**config.mk**
```make
export PLATFORM = sky130hd
export DESIGN_NAME = mux_arb_n
export DESIGN_NICKNAME = d
export VERILOG_FILES = /design/src/rtl/mux_arb_n.sv
export SDC_FILE = /design/constraint.sdc
export NUM_CORES = 1
export LEC_CHECK = 0
export ABC_AREA = 1
export BUFFER_PORTS_ARGS = -buffer_cell sky130_fd_sc_hd__buf_2
export CORE_MARGIN = 3
export CORE_UTILIZATION = 40
export CTS_CLUSTER_SIZE = 12
export DETAILED_ROUTE_END_ITERATION = 8
export PLACE_DENSITY = 0.75
export SETUP_SLACK_MARGIN = 0.5
export SYNTH_ARGS = -nofsm -noshare
export SYNTH_HDL_FRONTEND = slang
export SYNTH_SLANG_ARGS = --single-unit
```
**constraint.sdc**
```tcl
create_clock -name clk -period 1.9 [get_ports clk]
set_clock_uncertainty 0.15 [all_clocks]
set_input_delay 0.285 -clock clk [delete_from_list [all_inputs] [get_ports clk]]
set_output_delay 0.285 -clock clk [all_outputs]
set_load 0.03 [all_outputs]
```
**src/rtl/mux_arb_n.sv**
```systemverilog
// mux_arb_n: N-channel valid/ready arbiter mux with fixed-select or round-robin grant and a registered output stage.
// Optional packet locking on a per-channel last flag (il) when MUX_ARB_LOCK_EN is defined.
module mux_arb_n #(
    parameter int unsigned W  = 16,
    parameter int unsigned N  = 4,
    parameter int unsigned SW = 2
) (
    input  logic           clk,
    input  logic           rst_n,
    input  logic [N*W-1:0] i,
    input  logic [N-1:0]   iv,
    output logic [N-1:0]   ir,
    input  logic           mode,
    input  logic [SW-1:0]  s,
    output logic [W-1:0]   o,
    output logic           ov,
    input  logic           ordy,
`ifdef MUX_ARB_LOCK_EN
    input  logic [N-1:0]   il,
`endif
    output logic [SW-1:0]  og
);
    logic [SW-1:0] ptr;
    logic          ld;
    logic          gnt_v;
    logic [SW-1:0] gnt;
    logic          take;
    logic          unlock;
    logic [W-1:0]  gnt_data;
    logic [SW-1:0] ptr_nxt;
    int unsigned   idx;

`ifdef MUX_ARB_LOCK_EN
    logic          lock;
    logic [SW-1:0] lock_ch;
`endif

    // Grant selection: an open packet overrides mode; otherwise fixed select or round-robin from ptr.
    always_comb begin
        gnt_v = 1'b0;
        gnt   = '0;
        idx   = 0;
`ifdef MUX_ARB_LOCK_EN
        if (lock) begin
            gnt_v = iv[lock_ch];
            gnt   = lock_ch;
        end else
`endif
        if (!mode) begin
            if (32'(s) < N) begin
                gnt_v = iv[s];
                gnt   = s;
            end
        end else begin
            for (int unsigned k = 0; k < N; k++) begin
                idx = 32'(ptr) + k;
                if (idx >= N) idx = idx - N;
                if (!gnt_v && iv[idx]) begin
                    gnt_v = 1'b1;
                    gnt   = SW'(idx);
                end
            end
        end
    end

    always_comb begin
        ld       = !ov || ordy;
        take     = rst_n && ld && gnt_v;
        ir       = take ? (N'(1) << gnt) : '0;
        gnt_data = i[32'(gnt)*W +: W];
        ptr_nxt  = (32'(gnt) == N - 1) ? '0 : gnt + SW'(1);
`ifdef MUX_ARB_LOCK_EN
        unlock   = il[gnt];
`else
        unlock   = 1'b1;
`endif
    end

    // Output stage, round-robin pointer and packet lock state.
    always_ff @(posedge clk) begin
        if (!rst_n) begin
            o   <= '0;
            ov  <= 1'b0;
            og  <= '0;
            ptr <= '0;
`ifdef MUX_ARB_LOCK_EN
            lock    <= 1'b0;
            lock_ch <= '0;
`endif
        end else begin
            if (take) begin
                o  <= gnt_data;
                og <= gnt;
                ov <= 1'b1;
            end else if (ordy) begin
                ov <= 1'b0;
            end
            if (take && mode && unlock) ptr <= ptr_nxt;
`ifdef MUX_ARB_LOCK_EN
            if (take) begin
                lock    <= !il[gnt];
                lock_ch <= gnt;
            end
`endif
        end
    end

endmodule

```
* Word-level counts from Yosys, hierarchy flattened
Cells that the tools add are included.
** Word-level totals
- Bits in registers :: 21
- Bits in latches :: 0
- Memory bits (writable) :: 0
- Memory bits (read-only) :: 0
- Input bits :: 74
- Output and inout bits :: 23
- Logic and storage cells :: 71
- Memories kept :: 0
** Cells by class
- Add/subtract/negate cells :: 8
- Multipliers :: 0
- Div/mod/pow operators :: 0
- Order comparisons :: 9
- Equal/unequal tests :: 1
- Shifts and indexed selects :: 2
- Muxes and demuxes :: 35
- Bitwise gates (word level) :: 0
- Reduce and logical (&&, ||, !) cells :: 12
** Operators with widths (count)
- $mux 32 :: 8
- $lt 32x3->1 const B :: 4
- $shiftx 64x7->16 :: 1
- $mux 1 :: 15
- $mux 2 :: 6
- $sub 3x3->4 const B :: 3
- $bmux 1 s2 :: 5
- $ge 3x3->1 const B :: 3
- $add 2x2->3 const B :: 2
- $logic_and 1x1->1 :: 6
- $logic_not 1->1 :: 4
- $mux 4 :: 1
- $shl 1x2->4 const A :: 1
- $sub 2x3->4 const B :: 1
- $add 2x1->3 const B :: 1
- $ge 2x3->1 const B :: 1
- $lt 2x3->1 const B :: 1
- $add 2x1->2 const B :: 1
- $eq 2x2->1 const B :: 1
- $reduce_bool 2->1 :: 1
- $logic_or 1x1->1 :: 1

* Depth between registers and ports, before layout
Gate-level depths: netlist of the first run.
- Depth in word-level cells :: 21
- Gate-level depth with buffers :: 17
- Depth with buffers taken out :: 16

* Worst setup path before layout of the first run
OpenSTA, ideal clock, no wires.
- Kind :: register to output
- Start :: register ptr[0]
- End :: output port ir[0]
- Arrival time :: 2.079 ns
- Data required time :: 1.465 ns
- Slack :: -0.614 ns
- Stages on the path, launching flop included :: 13
- Buffers on the path :: 2
- Cell sequence :: dfxtp_1 buf_6 nand2_1 nand2_1 nand2_1 nand2_1 nand3_2 nor2_4 nor2_8 nand2_4 inv_4 buf_6 nor3_1
** On the way
- Longest elaborated chain between the ends :: 21
** RTL lines
- from (decl) :: RTL line 23 : logic [SW-1:0] ptr;
- from (signal assigned) :: RTL line 98 : if (take && mode && unlock) ptr <= ptr_nxt;
- $sub 2x3->4 or $ge 2x3->1 (tied branches) :: RTL line 57 : if (idx >= N) idx = idx - N;
- $mux 32 :: RTL line 57
- $mux 32 :: RTL line 49 : if (!mode) begin
- $bmux 1 s2 :: RTL line 58 : if (!gnt_v && iv[idx]) begin
- $mux 1 (not written as such) :: RTL line 58
- $mux 1 :: RTL line 58
- $mux 1 :: RTL line 49
- $logic_not 1->1 :: RTL line 58
- [... 5 more ...]
- $mux 1 :: RTL line 58
- $mux 1 :: RTL line 49
- $logic_not 1->1 :: RTL line 58
- $logic_and 1x1->1 :: RTL line 58
- $mux 2 or $mux 1 (tied branches) :: RTL line 58
- $mux 2 or $mux 1 (tied branches) :: RTL line 49
- $shl 1x2->4 or $logic_and 1x1->1 (tied branches) :: RTL line 69, 68
- $mux 4 (*) :: RTL line 69 : ir = take ? (N'(1) << gnt) : '0;
- to (decl) :: RTL line 12 : output logic [N-1:0] ir,
Mark *: on every way between the ends. The rest lies on a longest branch, timed or not. The select of a mux whose other input is x is not followed.

* Final worst setup path of the first run
- Start :: register ptr[0]
- End :: output port ir[1]
The elaborated chain is that of the path after synthesis.

==> results of run 1 <==
[sequential cells by signal, indices dropped and copies added, names as in the netlist]
name,cells
ov,1
og,2
o,16
ptr,2
[cell families (layout without fill, tap and decap cells)]
logic type             Yosys count  after routing  synth area share (%)
flip-flops                      21             21                  22.1
buffers and inverters           70            201                  17.2
AND/OR/NAND/NOR                231            231                  53.8
AO/OA/AOI/OAI                   23             23                  6.86
[worst reg2reg max path, cell delays in order, from the launching register on]
cell and delay, ns:
dfxtp_4 0.43, buf_6 0.14, nand2_2 0.05, nand2_2 0.06
nand2_1 0.06, nand2_2 0.11, nand4_1 0.11, nand2_2 0.13
buf_6 0.12, o21bai_4 0.07, buf_6 0.13, buf_6 0.13
bufbuf_16 0.27, nand3_1 0.07, nand2_1 0.05, nor2_1 0.09
nor2_1 0.05
[cell type report]
cell class              instances  area (um^2)  share of cell area (%)
flip-flops and latches         21          428                    13.9
multi-input cells             254         1300                    42.3
well taps                      52         65.1                    2.12
inverters                      52          210                    6.85
clock inverters                 1         5.00                   0.163
clock buffers                   3         41.3                    1.34
repair buffers                145         1020                    33.3
[stage by stage]
stage               setup slack [ns]  setup TNS [ns]  cells  hold WS, ns  power [mW]
floorplan                     -0.238          -0.757    345        0.266        1.15
global placement              -0.237           -4.09    508        0.303        1.44
finish                        -0.543           -8.79    528        0.171        2.02
global route                  -0.659          -12.35    528        0.188        2.14
CTS                           -0.417           -6.14    520        0.184        1.88
detailed placement            -0.316           -5.84    508        0.317        1.45
[layout by cell type (no fill, tap or decap), drive strengths merged, types with 2 or more instances in the layout]
cell      n
buf     143
nand2   111
nand3    73
inv      52
nor2     44
dfxtp    21
o21ai    13
a21oi     6
clkbuf    4
nand4     2
[per-layer routing]
layer  GRT usage (%)  vias up
li1                -     1342
met3            4.27       14
met4            5.34        0
met5               0        -
met1            27.8     1169
met2            42.5      147
[power by group]
part           total (mW)  internal [mW]  switching (mW)
logic                1.18          0.522           0.662
registers           0.524          0.489          0.0352
clock network       0.308          0.147           0.161
[worst max path at each step]
stage | from | endpoint | slack [ns] | cells past startpoint
after floorplan | ptr[0] | ir[0] | -0.24 | 12
after global routing | ptr[0] | ir[3] | -0.66 | 14
after detailed placement | ptr[0] | ir[1] | -0.32 | 13
after CTS | ptr[0] | ir[0] | -0.42 | 12
after global placement | ptr[0] | o[15] | -0.24 | 15
final | ptr[0] | ir[1] | -0.54 | 14
[repair_timing]
item,in CTS,in global routing
cloned,2,1
setup endpoints to repair,25,25
pin swaps,4,30
setup buffers,6,7
gates resized for setup,37,35
==> impl_metrics.yaml, run 1 <==
worst_setup_path:
  worstPathMaxFanout: 6
  path_buf_inv: 3
  crit_type: "reg -> out"
  crit_path_max_incr_delay_ns: 0.43
  reg2reg_to: "o[13]"
  worstReg2RegStart: "ptr[0]"
  r2r.worst_path.cells: 16
  cp-end-kind: "output port"
  worst_path_max_delay_cell: "dfxtp_4"
  cpMostUsedCell: "nand2_1"
  start_kind: "flip-flop"
  critPathArrivalTime_ns: 2.01
  cpLargestDelayFamily: "simple AND/OR/NAND/NOR gates"
  worstPathCellList: "buf_6 -> nand2_2 -> nand2_2 -> nand2_1 -> nand2_2 -> nand2_1 -> nand2_1 -> nand2_1 -> nand3_2 -> nand2_4 -> inv_6 -> nand2_4 -> nor2_4 -> buf_6"
  required_ns: 1.46
  reg2reg_setup_slack_ns: -0.43
cells_and_area:
  final_util_pct: 68.6
  synthToLayoutAreaGrowth_pct: 61.8
  stdcell_area_um2: 3070
  n_fill_cell: 376
  nNetsFinal: 551
  final_layout_size_suffix_gt1_share_pct: 42.2
  antenna-diode-count: 0
pwr:
  leakage_nw: 1.79
  power-per-cell-area_nw_per_um2: 657
  worst_ir_drop_vdd_mv: 0.658
logic_synthesis:
  async_reset_ff_share_pct: 0
  most_frequently_used_flop_master_after_synthesis: "dfxtp_1"
  synth_largest_type_area_fraction_pct: 22.1
  synth.lib_cells_used.distinct: 24
  synth_area_leaders: "dfxtp_1 22%, nand2_1 22%, nand3_1 18%"
  yosysWarningCount: 0
  synth_net_count: 419
  ys_ff_latch: 21
  synth_top_cells_by_count: "109 x nand2_1, 70 x nand3_1, 48 x inv_1"
  post-synth-top-count-cell: "nand2_1"
  synth-edff-count: 0
  share_of_synthesized_area_occupied_by_flip_flops_and_latches_pct: 22.1
  syn_area_per_cell_um2: 5.50
  netlist_instances: 345
  post_synth_instance_area_um2: 1900
  synthDominantAreaCellType: "dfxtp_1"
grt:
  grt_use_total_pct: 23.2
  grt_first_pass_wirelength_mm: 10.1
  antenna_found_initial: 0
  grt_max_degree: 28
  globalRouteOverflowTotal: 0
  grt_pass1_vias: 2301
sta:
  max_slew_margin_pct: 82.3
  finalWorstPathRequiredPeriod_ns: 2.44
  timing.final.setup_violations: 23
  grt_setup_unrepaired: "yes"
  timing_max_transition_violations_final: 0
  clock.fmax_mhz: 409
  least_setup_slack_across_all_paths_after_layout_ns: -0.543
  worst-slew-pin-transition_ns: 0.266
  final.period_utilization_pct: 129
  timing_hold_violations_final: 0
cts:
  ctsRootBufferMaster: "clkbuf_8"
  cts-htree-levels: 1
  cts-hold-fix-buffers: 0
  clk_pin_slew_worst_paths_ns: 0.09
  cts_made_buffers: 3
  number_of_buffers_on_the_longest_clock_path: 2
  worst_skew_pair.late_latency_ns: 0.27
  clkSinkCount: 21
  tritoncts: "yes"
routing:
  drt_wl_total_mm: 7.11
  drc: 0
  wl_met2_mm: 3.44
  drt-met1-wl_mm: 3.02
  routed_via_density: 5.06
  antenna_left: 0
  post_drt_wl_per_cell_um: 13.5
  dr_total_vias: 2672
  drt_first_pass_iters: 5
  drtIter0Drc: 231
  topRoutingLayerUsed: "met4"
  wl_met3_um: 525
run:
  max_capacitance_violation_count: 0
placement:
  place_congestion: 0.916
  port_buffers: 96
  detailed_place_hpwl_mm: 4.74
  dpl_cell_area_um2: 2620
worst_hold_path:
  holdPathStages: 4
  path_category_of_the_worst_min_delay_check: "in -> reg"
  hold_path.startpoint: "ordy"
  holdPathEnd: "ov"
outcome:
  status: "complete, but fails checks"
  failed_checks: "negative setup slack"
floorplanning:
  floorplan.die_area_um2: 5610
  dieHeight_um: 74.9
  design.core.area_um2: 4470
  floorplan.initialDensity_pct: 42.4
  floorplan_row_count: 24
  die_width_um: 74.9
  io-pin-count: 97
Power figures use the tool's default switching activity.
==> run 2, diff against run 1 <==
--- a/config.mk
+++ b/config.mk
@@ -11,7 +11,7 @@
 export CORE_UTILIZATION = 40
 export CTS_CLUSTER_SIZE = 12
 export DETAILED_ROUTE_END_ITERATION = 8
-export PLACE_DENSITY = 0.75
+export PLACE_DENSITY = 0.72
 export SETUP_SLACK_MARGIN = 0.5
 export SYNTH_ARGS = -nofsm -noshare
 export SYNTH_HDL_FRONTEND = slang
==> constraint.sdc (replaced) <==
create_clock -name clk -period 2.8 [get_ports clk]
set_clock_uncertainty 0.15 [all_clocks]
set_input_delay 0.42 -clock clk [delete_from_list [all_inputs] [get_ports clk]]
set_output_delay 0.42 -clock clk [all_outputs]
set_load 0.03 [all_outputs]
==> impl_metrics.yaml, run 2 (synthesis results as in run 1) <==
outcome:
  status: "finished clean"
sta:
  final.period_utilization_pct: 88.6
  grt_setup_unrepaired: "yes"
  worst_hold_slack_ns: 0.314
  max_slew_margin_pct: 73.9
  clock.fmax_mhz: 403
  timing.final.setup_violations: 0
  finalWorstPathRequiredPeriod_ns: 2.48
  worst-slew-pin-transition_ns: 0.390
  timing_hold_violations_final: 0
  totalNegativeSetupSlack_ns: 0
  timing_max_transition_violations_final: 0
routing:
  drt_wl_total_mm: 6.54
  routed_via_density: 4.99
  drtIter0Drc: 139
  drc: 0
  post_drt_wl_per_cell_um: 13.0
  antenna_left: 0
  dr_total_vias: 2507
  drt_first_pass_iters: 4
worst_setup_path:
  critPathArrivalTime_ns: 1.91
  worstReg2RegStart: "ptr[0]"
  worstPathMaxFanout: 8
  cp-end-kind: "output port"
  required_ns: 2.23
  crit_type: "reg -> out"
  r2r.worst_path.cells: 14
  start_kind: "flip-flop"
  reg2reg_setup_slack_ns: 0.59
  reg2reg_to: "ptr[0]"
cells_and_area:
  reg.largest.list: "o (16), og (2), ptr (2)"
  max_flop_register: "o"
  antenna-diode-count: 0
  n_fill_cell: 421
  leading_cell_type_in_the_layout_fill_and_taps_excluded: "buf_2"
  fin_cells: 502
  final_cell_mix: "92 x buf_2, 82 x nand2_1, 67 x nand3_1"
  nNetsFinal: 525
  flip_flop_count_of_the_largest_register_after_layout: 16
  final_layout_size_suffix_gt1_share_pct: 39.3
  synthToLayoutAreaGrowth_pct: 48.5
grt:
  antenna_found_initial: 0
  globalRouteOverflowTotal: 0
  grt_max_degree: 34
  grt_pass1_vias: 2121
  grt_use_total_pct: 21.5
  grt_first_pass_wirelength_mm: 9.46
floorplanning:
  design.core.area_um2: 4470
  floorplan.initialDensity_pct: 42.4
  dieHeight_um: 74.9
  io-pin-count: 97
  floorplan_row_count: 24
  die_width_um: 74.9
  floorplan.die_area_um2: 5610
placement:
  place_congestion: 0.880
  port_buffers: 96
  dpl.cell_count: 485
  detailed_place_hpwl_mm: 4.41
cts:
  cts_made_buffers: 3
  tritoncts: "yes"
  worst_skew_pair.late_latency_ns: 0.26
  clkSinkCount: 21
  ctsRootBufferMaster: "clkbuf_8"
  cts-hold-fix-buffers: 0
  cts-htree-levels: 1
  number_of_buffers_on_the_longest_clock_path: 2
  clk_pin_slew_worst_paths_ns: 0.08
pwr:
  leakage_nw: 1.63
  power-per-cell-area_nw_per_um2: 441
  worst_ir_drop_vdd_mv: 0.290
  power.total_mw: 1.24
worst_hold_path:
  holdPathStages: 2
  path_category_of_the_worst_min_delay_check: "reg -> reg"
  holdPathEnd: "og[0]"
  hold_path.startpoint: "og[0]"
run:
  max_capacitance_violation_count: 0
## run 2: worst max-delay path: stages, from the launching register on
cell and delay [ns]:
dfxtp_4 0.41, buf_12 0.15, nand2_8 0.06, nand3_4 0.10
nand2_4 0.08, inv_4 0.07, nand3_2 0.10, nor2_4 0.19
nor2_4 0.08, buf_6 0.12, nand2_4 0.06, nor2_1 0.04
buf_4 0.17
## run 2: repair_timing
action / 4_1_cts / 5_1_grt
setup endpoints to repair: 9 / 21
gates resized for setup: 34 / 45
pin swaps: 16 / 22
buffers inserted: 9 / 4
## run 2: where the power goes
part           total (mW)  switching (mW)  internal (mW)  leakage (nW)
Clock               0.202           0.101          0.100        0.0217
Combinational       0.688           0.428          0.260          1.43
Sequential          0.352          0.0203          0.332         0.175
Total                1.24           0.549          0.693          1.63
## run 2: through the flow
| step | instance area [um^2] | setup WS, ns | utilization (%) |
|---|---|---|---|
| after floorplan | 1910 | 0.410 | - |
| after global placement | 2400 | 0.381 | 53.7 |
| after detailed placement | 2400 | 0.353 | 53.7 |
| after CTS | 2620 | 0.373 | 58.6 |
| after global routing | 2820 | 0.217 | 63.0 |
| final | 2820 | 0.319 | 63.0 |
## run 2: layout make-up
cell class                      count  area, um^2  area share (%)
Sequential cell                    21         428            15.2
Tap cell                           52        65.1            2.31
Clock inverter                      1        7.51           0.266
Multi-Input combinational cell    254        1350            47.9
Timing Repair Buffer              119         713            25.3
Inverter                           52         213            7.55
Clock buffer                        3        41.3            1.47
## run 2: worst max path at each step
stage / start / to / slack [ns] / depth (start not counted)
after global routing: ptr[0] / ir[3] / 0.22 / 12
after CTS: ptr[0] / ir[0] / 0.37 / 13
after global placement: ptr[1] / ir[1] / 0.38 / 12
after floorplan: ptr[1] / ir[1] / 0.41 / 13
after detailed placement: iv[0] / ir[2] / 0.35 / 13
final: ptr[0] / ir[3] / 0.32 / 12
## run 2: metal layers
layer | global-route usage, % | up-vias | wire, um
met3 | 4.67 | 19 | 525
met5 | 0 | - | 0
met4 | 6.13 | 0 | 136
li1 | - | 1283 | -
met1 | 27.8 | 1091 | 2830
met2 | 35.8 | 114 | 3040
==> run 3, diff against run 2 <==
--- a/config.mk
+++ b/config.mk
@@ -7,11 +7,13 @@
 export LEC_CHECK = 0
 export ABC_AREA = 1
 export BUFFER_PORTS_ARGS = -buffer_cell sky130_fd_sc_hd__buf_2
+export CELL_PAD_IN_SITES_DETAIL_PLACEMENT = 0
+export CELL_PAD_IN_SITES_GLOBAL_PLACEMENT = 1
 export CORE_MARGIN = 3
-export CORE_UTILIZATION = 40
+export CORE_UTILIZATION = 29
 export CTS_CLUSTER_SIZE = 12
 export DETAILED_ROUTE_END_ITERATION = 8
-export PLACE_DENSITY = 0.72
+export PLACE_DENSITY = 0.89
 export SETUP_SLACK_MARGIN = 0.5
 export SYNTH_ARGS = -nofsm -noshare
 export SYNTH_HDL_FRONTEND = slang
==> impl_metrics.yaml, run 3 (synthesis results as in run 1) <==
cts:
  tritoncts: "yes"
  cts-htree-levels: 1
  clkSinkCount: 21
  clk_pin_slew_worst_paths_ns: 0.07
  worst_skew_pair.late_latency_ns: 0.26
  cts-hold-fix-buffers: 0
  ctsRootBufferMaster: "clkbuf_8"
  number_of_buffers_on_the_longest_clock_path: 2
  cts_made_buffers: 3
run:
  max_capacitance_violation_count: 0
routing:
  drtIter0Drc: 127
  drc: 0
  drt_first_pass_iters: 5
  post_drt_wl_per_cell_um: 13.2
  antenna_left: 0
  routed_via_density: 4.85
  dr_total_vias: 2525
  drt_wl_total_mm: 6.86
sta:
  grt_setup_unrepaired: "yes"
  finalWorstPathRequiredPeriod_ns: 2.51
  clock.fmax_mhz: 398
  max_slew_margin_pct: 77.5
  final.period_utilization_pct: 89.7
  worst_hold_slack_ns: 0.304
  timing.final.setup_violations: 0
  totalNegativeSetupSlack_ns: 0
  worst-slew-pin-transition_ns: 0.336
  timing_max_transition_violations_final: 0
  timing_hold_violations_final: 0
worst_hold_path:
  holdPathEnd: "ov"
  path_category_of_the_worst_min_delay_check: "in -> reg"
  holdPathStages: 4
  hold_path.startpoint: "ordy"
pwr:
  worst_ir_drop_vdd_mv: 0.246
  total_switching_power_mw: 0.541
  power-per-cell-area_nw_per_um2: 445
  combinationalPowerShare_pct: 54.4
  power.total_mw: 1.22
  switching_share_pct: 44.4
  leakage_nw: 1.60
  intPower_mw: 0.677
  power.clock.fraction_pct: 16.6
  power.share.sequential_pct: 29.0
placement:
  place_congestion: 0.830
  detailed_place_hpwl_mm: 4.94
  dpl.cell_count: 506
  port_buffers: 96
cells_and_area:
  antenna-diode-count: 0
  fin_cells: 521
  flip_flop_count_of_the_largest_register_after_layout: 16
  final_cell_mix: "92 x buf_2, 91 x nand2_1, 68 x nand3_1"
  nNetsFinal: 521
  final_layout_size_suffix_gt1_share_pct: 36.3
  n_fill_cell: 703
  leading_cell_type_in_the_layout_fill_and_taps_excluded: "buf_2"
  synthToLayoutAreaGrowth_pct: 44.2
  max_flop_register: "o"
  reg.largest.list: "o (16), og (2), ptr (2)"
worst_setup_path:
  critPathArrivalTime_ns: 1.94
  cpMostUsedCell: "nand2_2"
  start_kind: "flip-flop"
  crit_type: "reg -> out"
  reg2reg_to: "o[2]"
  worst_path_max_delay_cell: "dfxtp_4"
  reg2reg_setup_slack_ns: 0.50
  r2r.worst_path.cells: 15
  worstPathCellList: "buf_8 -> nand2_2 -> nand2_2 -> nand2_2 -> nand2_4 -> nand4_1 -> nand2_1 -> nor2_2 -> nor2_4 -> buf_6 -> nor3_4 -> buf_6"
  worstReg2RegStart: "ptr[0]"
  cp-end-kind: "output port"
  required_ns: 2.23
  worstPathMaxFanout: 5
  crit_path_max_incr_delay_ns: 0.38
outcome:
  status: "finished clean"
floorplanning:
  floorplan.die_area_um2: 7550
  die_width_um: 86.9
  floorplan.initialDensity_pct: 31.0
  io-pin-count: 97
  dieHeight_um: 86.9
  design.core.area_um2: 6130
  floorplan_row_count: 28
grt:
  grt_use_total_pct: 18.4
  antenna_found_initial: 0
  grt_max_degree: 34
  grt_first_pass_wirelength_mm: 11.2
  globalRouteOverflowTotal: 0
  grt_pass1_vias: 2451
-- run 3: cell types whose count changed in the layout (fill, tap and decap cells not counted), moves of 2 or more --
| cell | change |
|---|---|
| buf_6 | -2 |
| inv_2 | +2 |
| nand2_2 | -8 |
| buf_4 | -2 |
| nand2_1 | +9 |
-- run 3: cell type report --
class | instances | area [um^2] | area share [%]
timing repair buffer | 115 | 676 | 24.7
sequential | 21 | 428 | 15.6
inverter | 52 | 210 | 7.68
clock buffer | 3 | 41.3 | 1.51
tap | 75 | 93.8 | 3.43
multi-input combinational | 254 | 1280 | 46.9
clock inverter | 1 | 5.00 | 0.183
-- run 3: power by group through the flow --
stage	registers (mW)	clock network, mW	logic [mW]
floorplan	0.416	0	0.352
global placement	0.356	0	0.563
detailed placement	0.357	0	0.568
CTS	0.352	0.212	0.626
global route	0.358	0.229	0.737
finish	0.353	0.202	0.663
-- run 3: worst max-delay path by stage --
stage / startpoint / endpoint / slack [ns] / cells past startpoint
3_5_place_dp: iv[2] / ir[1] / 0.34 / 13
3_3_place_gp: ptr[1] / ir[0] / 0.37 / 11
2_1_floorplan: ptr[1] / ir[1] / 0.41 / 13
6_report: ptr[0] / ir[0] / 0.29 / 12
4_1_cts: ptr[0] / ir[0] / 0.33 / 12
5_1_grt: ptr[1] / ir[0] / 0.18 / 12
-- run 3: metrics by stage --
step           cell area (um^2)  worst slack, ns  utilization [%]
6_report                   2740            0.288             44.6
3_5_place_dp               2410            0.344             39.4
4_1_cts                    2650            0.330             43.1
3_3_place_gp               2410            0.365             39.4
5_1_grt                    2740            0.179             44.6
2_1_floorplan              1910            0.410                -
-- run 3: worst max-delay path, delay by kind of cell, from the launching register on --
family | cells | cell delay (ns)
and+or+nand+nor | 9 | 0.84
DFF | 1 | 0.38
buffers and inverters | 3 | 0.45
-- run 3: layer usage --
layer  share of wire (%)  up-vias  GRT usage, %  wire length, um
met5                   0        -             0                0
met4                 2.4        0          5.81              164
met3                 9.1       16          4.35              624
met2                  48      111          31.1             3310
met1                  40     1123          23.2             2760
li1                    -     1275             -                -
-- run 3: timing repair --
action,CTS,global route
pin swaps,19,13
gates cloned,1,0
gates resized for setup,43,19
hold endpoints to repair,0,0
buffers inserted,7,3
endpoints found under the setup margin,14,21
